--- src/rtl/uart_rx_param.sv ---
`timescale 1ns/1ps
// Purpose: parametrised oversampled UART receiver with line synchroniser, false-start rejection and error flags.
// Latency: out_valid rises on the s_tick edge that samples the last stop bit (line delay SYNC_STAGES clk).
// Backpressure: none on the line; an unacknowledged word is overwritten and flagged by sticky overrun.
module uart_rx_param #(
  parameter int DATA_BITS   = 8,
  parameter int OVERSAMPLE  = 16,
  parameter int PARITY      = 0,
  parameter int STOP_BITS   = 1,
  parameter int SYNC_STAGES = 2
) (
  input  logic                 clk,
  input  logic                 rst_n,
  input  logic                 s_tick,
  input  logic                 rx,
  input  logic                 out_ack,
  output logic [DATA_BITS-1:0] out_data,
  output logic                 out_valid,
  output logic                 parity_err,
  output logic                 frame_err,
  output logic                 break_det,
  output logic                 overrun,
  output logic                 receiving
);

  localparam int TW = $clog2(OVERSAMPLE);
  localparam int BW = $clog2(DATA_BITS + 1);
  localparam logic [TW-1:0] TICK_MID  = TW'(OVERSAMPLE / 2 - 1);
  localparam logic [TW-1:0] TICK_LAST = TW'(OVERSAMPLE - 1);
  localparam logic [BW-1:0] BIT_LAST  = BW'(DATA_BITS - 1);
  // Index of the final stop bit (stop_q is 0 for the first, 1 for the second)
  localparam logic          STOP_LAST = (STOP_BITS == 2);

  typedef enum logic [2:0] {
    S_IDLE,
    S_START,
    S_DATA,
    S_PARITY,
    S_STOP
  } state_t;

  state_t                 state_q, state_d;
  logic [TW-1:0]          tick_q, tick_d;
  logic [BW-1:0]          bit_q, bit_d;
  logic                   stop_q, stop_d;
  logic [DATA_BITS-1:0]   shift_q, shift_d;
  logic                   par_err_q, par_err_d;
  logic                   par_bit_q, par_bit_d;
  logic                   fe_q, fe_d;
  logic                   stop0_q, stop0_d;
  logic                   commit;
  logic                   brk;
  logic [SYNC_STAGES-1:0] sync_q;
  logic                   rx_s;

  // Bring the asynchronous line into the clock domain; idles high out of reset
  always_ff @(posedge clk) begin
    if (!rst_n) begin
      sync_q <= '1;
    end else begin
      sync_q <= {sync_q[SYNC_STAGES-2:0], rx};
    end
  end

  assign rx_s = sync_q[SYNC_STAGES-1];

  // Frame state and per-frame accumulators
  always_ff @(posedge clk) begin
    if (!rst_n) begin
      state_q   <= S_IDLE;
      tick_q    <= '0;
      bit_q     <= '0;
      stop_q    <= 1'b0;
      shift_q   <= '0;
      par_err_q <= 1'b0;
      par_bit_q <= 1'b0;
      fe_q      <= 1'b0;
      stop0_q   <= 1'b0;
    end else begin
      state_q   <= state_d;
      tick_q    <= tick_d;
      bit_q     <= bit_d;
      stop_q    <= stop_d;
      shift_q   <= shift_d;
      par_err_q <= par_err_d;
      par_bit_q <= par_bit_d;
      fe_q      <= fe_d;
      stop0_q   <= stop0_d;
    end
  end

  // Next-state: everything advances only on oversample ticks; sampling at bit mid-points
  always_comb begin
    state_d   = state_q;
    tick_d    = tick_q;
    bit_d     = bit_q;
    stop_d    = stop_q;
    shift_d   = shift_q;
    par_err_d = par_err_q;
    par_bit_d = par_bit_q;
    fe_d      = fe_q;
    stop0_d   = stop0_q;
    commit    = 1'b0;
    if (s_tick) begin
      case (state_q)
        S_IDLE: begin
          if (!rx_s) begin
            state_d = S_START;
            tick_d  = '0;
          end
        end
        S_START: begin
          if (tick_q == TICK_MID) begin
            if (!rx_s) begin
              // Start bit confirmed at its mid-point: clear last frame's accumulators
              state_d   = S_DATA;
              tick_d    = '0;
              bit_d     = '0;
              stop_d    = 1'b0;
              par_err_d = 1'b0;
              par_bit_d = 1'b0;
              fe_d      = 1'b0;
            end else begin
              // Glitch shorter than half a bit: drop silently
              state_d = S_IDLE;
            end
          end else begin
            tick_d = tick_q + 1'b1;
          end
        end
        S_DATA: begin
          if (tick_q == TICK_LAST) begin
            tick_d  = '0;
            // LSB arrives first, so shifting right leaves it at bit 0 after the last bit
            shift_d = {rx_s, shift_q[DATA_BITS-1:1]};
            if (bit_q == BIT_LAST) begin
              state_d = (PARITY != 0) ? S_PARITY : S_STOP;
            end else begin
              bit_d = bit_q + 1'b1;
            end
          end else begin
            tick_d = tick_q + 1'b1;
          end
        end
        S_PARITY: begin
          if (tick_q == TICK_LAST) begin
            tick_d    = '0;
            par_bit_d = rx_s;
            par_err_d = (rx_s != ((PARITY == 2) ? ^shift_q : ~^shift_q));
            state_d   = S_STOP;
          end else begin
            tick_d = tick_q + 1'b1;
          end
        end
        S_STOP: begin
          if (tick_q == TICK_LAST) begin
            tick_d = '0;
            fe_d   = fe_q | ~rx_s;
            if (stop_q == 1'b0) begin
              stop0_d = rx_s;
            end
            if (stop_q == STOP_LAST) begin
              // No stop extension: the line is watched for a new start right away
              commit  = 1'b1;
              state_d = S_IDLE;
            end else begin
              stop_d = 1'b1;
            end
          end else begin
            tick_d = tick_q + 1'b1;
          end
        end
        default: state_d = S_IDLE;
      endcase
    end
  end

  assign brk       = (shift_q == '0) && ((PARITY == 0) || !par_bit_q) && !stop0_d;
  assign receiving = (state_q != S_IDLE) && !commit;

  // Output word and flags: loaded together on commit, valid cleared by ack
  always_ff @(posedge clk) begin
    if (!rst_n) begin
      out_data   <= '0;
      out_valid  <= 1'b0;
      parity_err <= 1'b0;
      frame_err  <= 1'b0;
      break_det  <= 1'b0;
      overrun    <= 1'b0;
    end else if (commit) begin
      out_data   <= shift_q;
      out_valid  <= 1'b1;
      parity_err <= par_err_q;
      frame_err  <= fe_d;
      break_det  <= brk;
      if (out_valid && !out_ack) begin
        overrun <= 1'b1;
      end
    end else if (out_ack && out_valid) begin
      out_valid <= 1'b0;
      overrun   <= 1'b0;
    end
  end

endmodule
--- config.mk ---
export PLATFORM = sky130hd
export DESIGN_NAME = uart_rx_param
export DESIGN_NICKNAME = d
export VERILOG_FILES = /design/src/rtl/uart_rx_param.sv
export SDC_FILE = /design/constraint.sdc
export NUM_CORES = 1
export LEC_CHECK = 0
export ABC_AREA = 1
export BUFFER_PORTS_ARGS = -buffer_cell sky130_fd_sc_hd__buf_2
export CAP_MARGIN = 20
export CORE_MARGIN = 2
export CORE_UTILIZATION = 55
export CTS_CLUSTER_SIZE = 40
export DETAILED_ROUTE_END_ITERATION = 8
export PLACE_DENSITY = 0.84
export REMOVE_ABC_BUFFERS = 1
export SYNTH_ARGS = -nofsm -noshare
export SYNTH_HDL_FRONTEND = slang
export SYNTH_SLANG_ARGS = --single-unit
export TNS_END_PERCENT = 5
--- constraint.sdc ---
create_clock -name clk -period 2.1 [get_ports clk]
set_input_delay 0.42 -clock clk [delete_from_list [all_inputs] [get_ports clk]]
set_output_delay 0.42 -clock clk [all_outputs]
set_load 0.02 [all_outputs]
; ---- Yosys cells after proc, flatten, opt, wreduce, memory -nomap -nowiden
; Cells that the tools add are included.
[op_classes]
muxes = 42
n_div = 0
n_bitwise = 2
magnitude_cmp = 0
addsub = 2
mul = 0
reduce_logical = 24
n_eq_ne = 18
shift = 0
[ops]
columns = operator, count
row1 = 4-bit two-way mux, 7
row2 = 1-bit two-way mux, 21
row3 = 3-bit two-way mux, 7
row4 = 2-bit != test (second input constant), 9
row5 = 3-bit one-hot mux with 5 select lines, 1
row6 = 4-bit one-hot mux with 3 select lines, 1
row7 = 5-bit AND reduction, 2
row8 = 4-bit by 1-bit adder with 4-bit output (second input constant), 2
row9 = 4-bit by 3-bit equality test with 1-bit output (second input constant), 2
row10 = 8-bit zero test, 1
row11 = 4-bit one-hot mux with 2 select lines, 1
row12 = 8-bit AND reduction, 1
row13 = 2-bit nonzero test, 4
row14 = 8-bit XNOR reduction, 1
row15 = 3-bit by 2-bit equality test with 1-bit output (second input constant), 2
row16 = 1-bit one-hot mux with 2 select lines, 3
row17 = 6-bit AND reduction, 1
row18 = 3-bit nonzero test, 2
row19 = 4-bit equality test (second input constant), 1
row20 = 1-bit logical AND, 4
row21 = 2-bit AND reduction, 2
row22 = 3-bit by 1-bit equality test with 1-bit output (second input constant), 1
row23 = 3-bit equality test (second input constant), 1
row24 = 1-bit zero test, 3
row25 = 8 further kinds, 8
[word_totals]
register_bits = 38
memories = 0
elab_cells = 103
rom_bits = 0
latch_bits = 0
ram_bits = 0
inputBits = 5
output_inout_bits = 14

; ---- Depth between registers and ports, before layout
; Gate-level depths: netlist (run 1).
[depth]
depth_word = 6
depth_mapped = 11
depth_no_buf = 11

; ---- Worst setup path after synthesis (run 1)
; OpenSTA, ideal clock, no wires.
[synth_path]
path_type = flip-flop to output port
start = register tick_q[0]
end = output port receiving
arrival_ns = 1.224
setup_slack_ns = 0.456
stages_incl_launch_ff = 5
cell_sequence = dfxtp_1 > ha_1 > nand3_2 > nor2_4 > o21ai_0
[synth_between]
elab_chain_len = 6
[synth_lines]
columns = item, line
row1 = start: declaration, 43  ; logic [TW-1:0] tick_q, tick_d;
row2 = start signal: assignment, 81  ; tick_q <= tick_d;
row3 = 4-bit equality test, 156  ; if (tick_q == TICK_LAST) begin
row4 = 1-bit two-way mux, 156
row5 = 1-bit two-way mux, 105  ; case (state_q)
row6 = 1-bit two-way mux, 104  ; if (s_tick) begin
row7 = 1-bit zero test, 179  ; assign receiving = (state_q != S_IDLE) && !commit;
row8 = 1-bit logical AND, 179
row9 = end: declaration, 23  ; output logic receiving
; Every way passes these cells.

; ---- Worst setup path in the final report (run 1)
; Ends and elaborated chain as after synthesis.

==> flow_summary.toml, run 1 <==
[status]
status = "finished clean"

[logic_synthesis]
async_flop_share_pct = 0
ys_seq_elements = 36
yosys.area.top_type = "dfxtp_1"
syn_area_um2 = 1780
syn_avg_cell_area_um2 = 7.36
synth-xor-area-share_pct = 2.46
synth_top_family_by_area = "simple AND/OR/NAND/NOR gates"
synth_compound_gate_area_share_pct = 17.4
synth_cell_types = 31
yosys.area_share.simple_pct = 27.6
synthMuxAreaShare_pct = 0
synthTopCellsByArea = "dfxtp_1 40%, nand2_1 9.3%, a21oi_1 8.7%"
yosysWarningCount = 0
syn_inst = 242
netlist.area_leader.share_pct = 40.5
synth-seq-area-share_pct = 40.5
synthFlopType = "dfxtp_1"
synth_edf_count = 0
synthAdderAreaFrac_pct = 4.22

[finish]
post-route-util_pct = 64.8
drive_gt1_share_pct = 19.0
nFillCells = 298
antenna_cells = 0
final_common_cell = "nand2_1"
fin_nets = 273
stdcell_area_um2 = 1990
synthToLayoutAreaGrowth_pct = 12.0
layout_common_cells = "44 x nand2_1, 36 x dfxtp_1, 31 x a21oi_1, 22 x inv_1, 20 x nor2_1"

[grt]
grt_pass1_vias = 1425
grtUsageTotal_pct = 21.1
grt_max_degree = 22
grt.overflow.total = 0
antenna_found_initial = 0
grt_pass1_wl_mm = 5.82

[die]
die_area_um2 = 3710
fp.coreArea_um2 = 3080
pin_count = 19
fp.dieW_um = 60.9
row_count = 20
die_h_um = 60.9
start_util_pct = 57.8

[power]
finalPower_mw = 1.31
p_leak_nw = 0.867
power.density_nw_per_um2 = 658
irDropWorstVdd_v = 0.000568

[setup_path]
r2r-start = "tick_q[0]$_SDFFE_PN0P_"
cp_max_fo = 5
reg2reg_depth = 7
cp-start-kind = "flop"
crit_path_end_kind = "output port"
r2r_end = "out_data[4]$_SDFFE_PN0P_"
required_ps = 1680
regToRegSetupSlack_ps = 500
crit_end = "receiving"
cp.arrival_ps = 1540
critPathLaunch = "tick_q[0]$_SDFFE_PN0P_"
crit_type = "flop to output port"

[clocking]
cts.repair.resized = 0
postCtsSetupBuffers = 0
clk_pin_slew_ps = 110
clock_sinks = 36
clk_latency_ps = 330
cts_tree = "yes"
clock_path_buffers = 2
cts_root_buffer = "clkbuf_4"
hold_buffers = 0
ctsHtreeMaxLevel = 2
cts_buffers = 5

[timing]
slew_viol_final = 0
setup_viol = 0
fmax_ghz = 0.510
fin_setup_tns_ps = 0
period_minus_slack_ps = 1960
hold_violations = 0
rsz0062_at_grt = "no"
finalCritPeriodShare_pct = 93.3
worstMarginPinSlew_ps = 474
finClkSkew_ps = 7.46
slew_headroom_pct = 68.4

[placement]
placed_area_um2 = 1900
dp_hpwl_mm = 2.48
gp_congestion = 0.901
port_buffers = 18

[hold_path]
worstHoldPathType = "input port to flop"

[route]
wirelength_mm = 3.42
num_vias = 1623
drc = 0
routedWlPerCell_um = 11.1
drt-pass1-iter-count = 4
detail_route.vias_per_cell = 5.29
dr.first_iter.drc_count = 77
ant_nets = 0

[job]
maxCapViolCount = 0
## cell usage after synthesis (2+ instances only)
master,count
nand2_1,44
dfxtp_1,36
a21oi_1,31
inv_1,22
nor2_1,20
nand3_1,18
o21ai_0,16
ha_1,6
o21ai_1,6
nand2_2,5
inv_2,4
nor2_2,4
buf_2,3
xnor2_1,3
clkbuf_1,2
nand3b_1,2
nand4_1,2
nor2_4,2
o21bai_1,2
or2_2,2
xor2_1,2
## power by group
group          switching [mW]  internal [mW]
Clock                   0.227          0.316
Combinational          0.0467         0.0262
Sequential            0.00866          0.688
## through the flow
step	setup slack, ps	hold slack [ps]	std cells
after floorplan	456	393	235
after global placement	533	401	299
after detailed placement	461	417	299
after CTS	117	263	307
after global routing	36.8	268	307
final	141	268	307
## metal layers
metal | wire length (um) | global-route usage (%) | vias up
li1 | - | - | 839
met1 | 1570 | 24.2 | 739
met2 | 1650 | 36.9 | 41
met3 | 162 | 6.40 | 4
met4 | 41 | 8.07 | 0
met5 | 0 | 0 | -
## sequential cells by signal, summed over array words and instances, names as in the netlist
| signal | flops |
|---|---|
| tick_q | 4 |
| parity_err | 1 |
| out_data | 8 |
| frame_err | 1 |
| break_det | 1 |
| shift_q | 8 |
| bit_q | 4 |
| out_valid | 1 |
| overrun | 1 |
| state_q | 3 |
| sync_q | 2 |
| fe_q | 1 |
| par_err_q | 1 |
## worst max-delay path, stage by stage (launching register included)
cell,delay (ps)
dfxtp_1,390
ha_1,230
nand3_2,150
nor2_4,180
o21ai_0,90
buf_2,170
## cell type report
type | instances | area, um^2 | area share, %
clock buffer | 7 | 65.1 | 3.26
clock inverter | 1 | 30.0 | 1.51
inverter | 26 | 97.6 | 4.89
multi-input combinational | 173 | 921 | 46.2
sequential | 36 | 721 | 36.1
tap | 44 | 55.1 | 2.76
timing repair buffer | 20 | 105 | 5.27
## worst min path at each step
| stage | from | end | slack, ps | depth (start not counted) |
|---|---|---|---|---|
| 2_1_floorplan | sync_q[0]$_SDFF_PN1_ | sync_q[1]$_SDFF_PN1_ | 390 | 1 |
| 3_3_place_gp | sync_q[0]$_SDFF_PN1_ | sync_q[1]$_SDFF_PN1_ | 400 | 1 |
| 3_5_place_dp | sync_q[0]$_SDFF_PN1_ | sync_q[1]$_SDFF_PN1_ | 420 | 1 |
| 4_1_cts | rx | sync_q[0]$_SDFF_PN1_ | 260 | 2 |
| 5_1_grt | rx | sync_q[0]$_SDFF_PN1_ | 270 | 2 |
| 6_report | rx | sync_q[0]$_SDFF_PN1_ | 270 | 2 |
## cells by family (layout without fill, tap and decap cells)
| family | count (synthesis) | after routing |
|---|---|---|
| xor+xnor | 5 | 5 |
| flops | 36 | 36 |
| simple gates | 104 | 104 |
| buf+inv | 33 | 54 |
| compound gates | 58 | 58 |
| fa+ha+maj | 6 | 6 |
(Power assumes the default switching activity.)
==> run 2, diff against run 1 <==
CORE_UTILIZATION = 50   (was 55)
PLACE_DENSITY = 0.79   (was 0.84)
clock period = 2.3 ns   (was 2.1 ns; I/O delays follow)
==> flow_summary.toml, run 2 (synthesis results as in run 1) <==
[status]
status = "finished clean"

[timing]
rsz0062_at_grt = "no"
hold_violations = 0
setup_viol = 0
finClkSkew_ps = 9.65
fin_setup_tns_ps = 0
fmax_ghz = 0.494
slew_viol_final = 0
period_minus_slack_ps = 2020
worstMarginPinSlew_ps = 432
slew_headroom_pct = 71.1
finalCritPeriodShare_pct = 88.0
whs_ps = 314

[clocking]
postCtsSetupBuffers = 0
cts_buffers = 5
clock_sinks = 36
clock_path_buffers = 2
cts_tree = "yes"
clk_pin_slew_ps = 90
cts.repair.resized = 0
hold_buffers = 0
ctsHtreeMaxLevel = 2
clk_latency_ps = 340
cts_root_buffer = "clkbuf_4"

[route]
drc = 0
ant_nets = 0
num_vias = 1562
routedWlPerCell_um = 11.2
dr.first_iter.drc_count = 70
drt-pass1-iter-count = 4
detail_route.vias_per_cell = 5.07
wirelength_mm = 3.45

[die]
start_util_pct = 52.5
fp.coreArea_um2 = 3390
die_h_um = 63.7
row_count = 21
pin_count = 19
die_area_um2 = 4050
fp.dieW_um = 63.7

[placement]
port_buffers = 18
gp_congestion = 0.886
dp_hpwl_mm = 2.58

[power]
p_leak_nw = 0.843
power.density_nw_per_um2 = 536
finalPower_mw = 1.05
irDropWorstVdd_v = 0.000301

[finish]
drive_gt1_share_pct = 17.9
layout_common_cells = "44 x nand2_1, 36 x dfxtp_1, 31 x a21oi_1, 22 x inv_1, 20 x nor2_1"
antenna_cells = 0
post-route-util_pct = 57.6
fin_nets = 272
final_common_cell = "nand2_1"
synthToLayoutAreaGrowth_pct = 9.70
reg_top3 = "out_data (8), shift_q (8)"

[setup_path]
cp_max_fo = 5
crit_path_end_kind = "output port"
crit_buf_inv = 1
cp-start-kind = "flop"
required_ps = 1840
cp_slowest_cell = "dfxtp_1"
crit_family = "flip-flops"
regToRegSetupSlack_ps = 690
crit_type = "flop to output port"
cp.arrival_ps = 1560
worst_path_largest_cell_delay_ps = 380
path_cells = "ha_1 -> nand3_2 -> nor2_4 -> o21ai_0 -> buf_2"

[grt]
antenna_found_initial = 0
grtUsageTotal_pct = 19.5
grt.overflow.total = 0
grt_pass1_vias = 1503
grt_max_degree = 24
grt_pass1_wl_mm = 6.29

[hold_path]
worstHoldPathType = "input port to flop"

[job]
maxCapViolCount = 0
## run 2: cell count changes in the layout (fill, tap and decap cells not counted)
cell and delta:
bufinv_16 -1, buf_4 -1, clkbuf_1 +2, clkbuf_8 -1
## run 2: metal layers
metal  GRT usage [%]  wire [um]  up-vias
met4            8.97         69        0
met5               0          0        -
met3            3.93        143        8
met1            24.1       1590      694
li1                -          -      831
met2            32.6       1640       29
## run 2: worst register-to-register path, cell delays in order (launching register included)
cell and delay (ps):
dfxtp_1 380, ha_1 230, nand3_2 160, nor2_4 190
nand2_4 90, inv_2 250, o21ai_0 120, a21oi_1 130
## run 2: layout make-up
class	instances	area, um^2
multi-input combinational	173	921
fill	329	1440
inverter	26	97.6
timing repair buffer	19	97.6
sequential	36	721
tap	46	57.6
clock buffer	8	58.8
## run 2: through the flow
step | setup slack (ps) | area, um^2 | cells
5_1_grt | 159 | 1950 | 308
3_5_place_dp | 638 | 1890 | 300
6_report | 276 | 1950 | 308
3_3_place_gp | 680 | 1890 | 300
4_1_cts | 264 | 1950 | 308
2_1_floorplan | 616 | 1740 | 235
## run 2: worst paths after layout
kind | startpoint | end | cells after the start
max | tick_q[0]$_SDFFE_PN0P_ | receiving | 5
min | rx | sync_q[0]$_SDFF_PN1_ | 2
max reg2reg | tick_q[0]$_SDFFE_PN0P_ | out_data[6]$_SDFFE_PN0P_ | 7
min reg2reg | sync_q[0]$_SDFF_PN1_ | sync_q[1]$_SDFF_PN1_ | 1
## run 2: power breakdown
group          switching (mW)  internal [mW]  total [mW]
clock network           0.196          0.151       0.346
logic                  0.0420         0.0228      0.0648
registers             0.00749          0.628       0.635
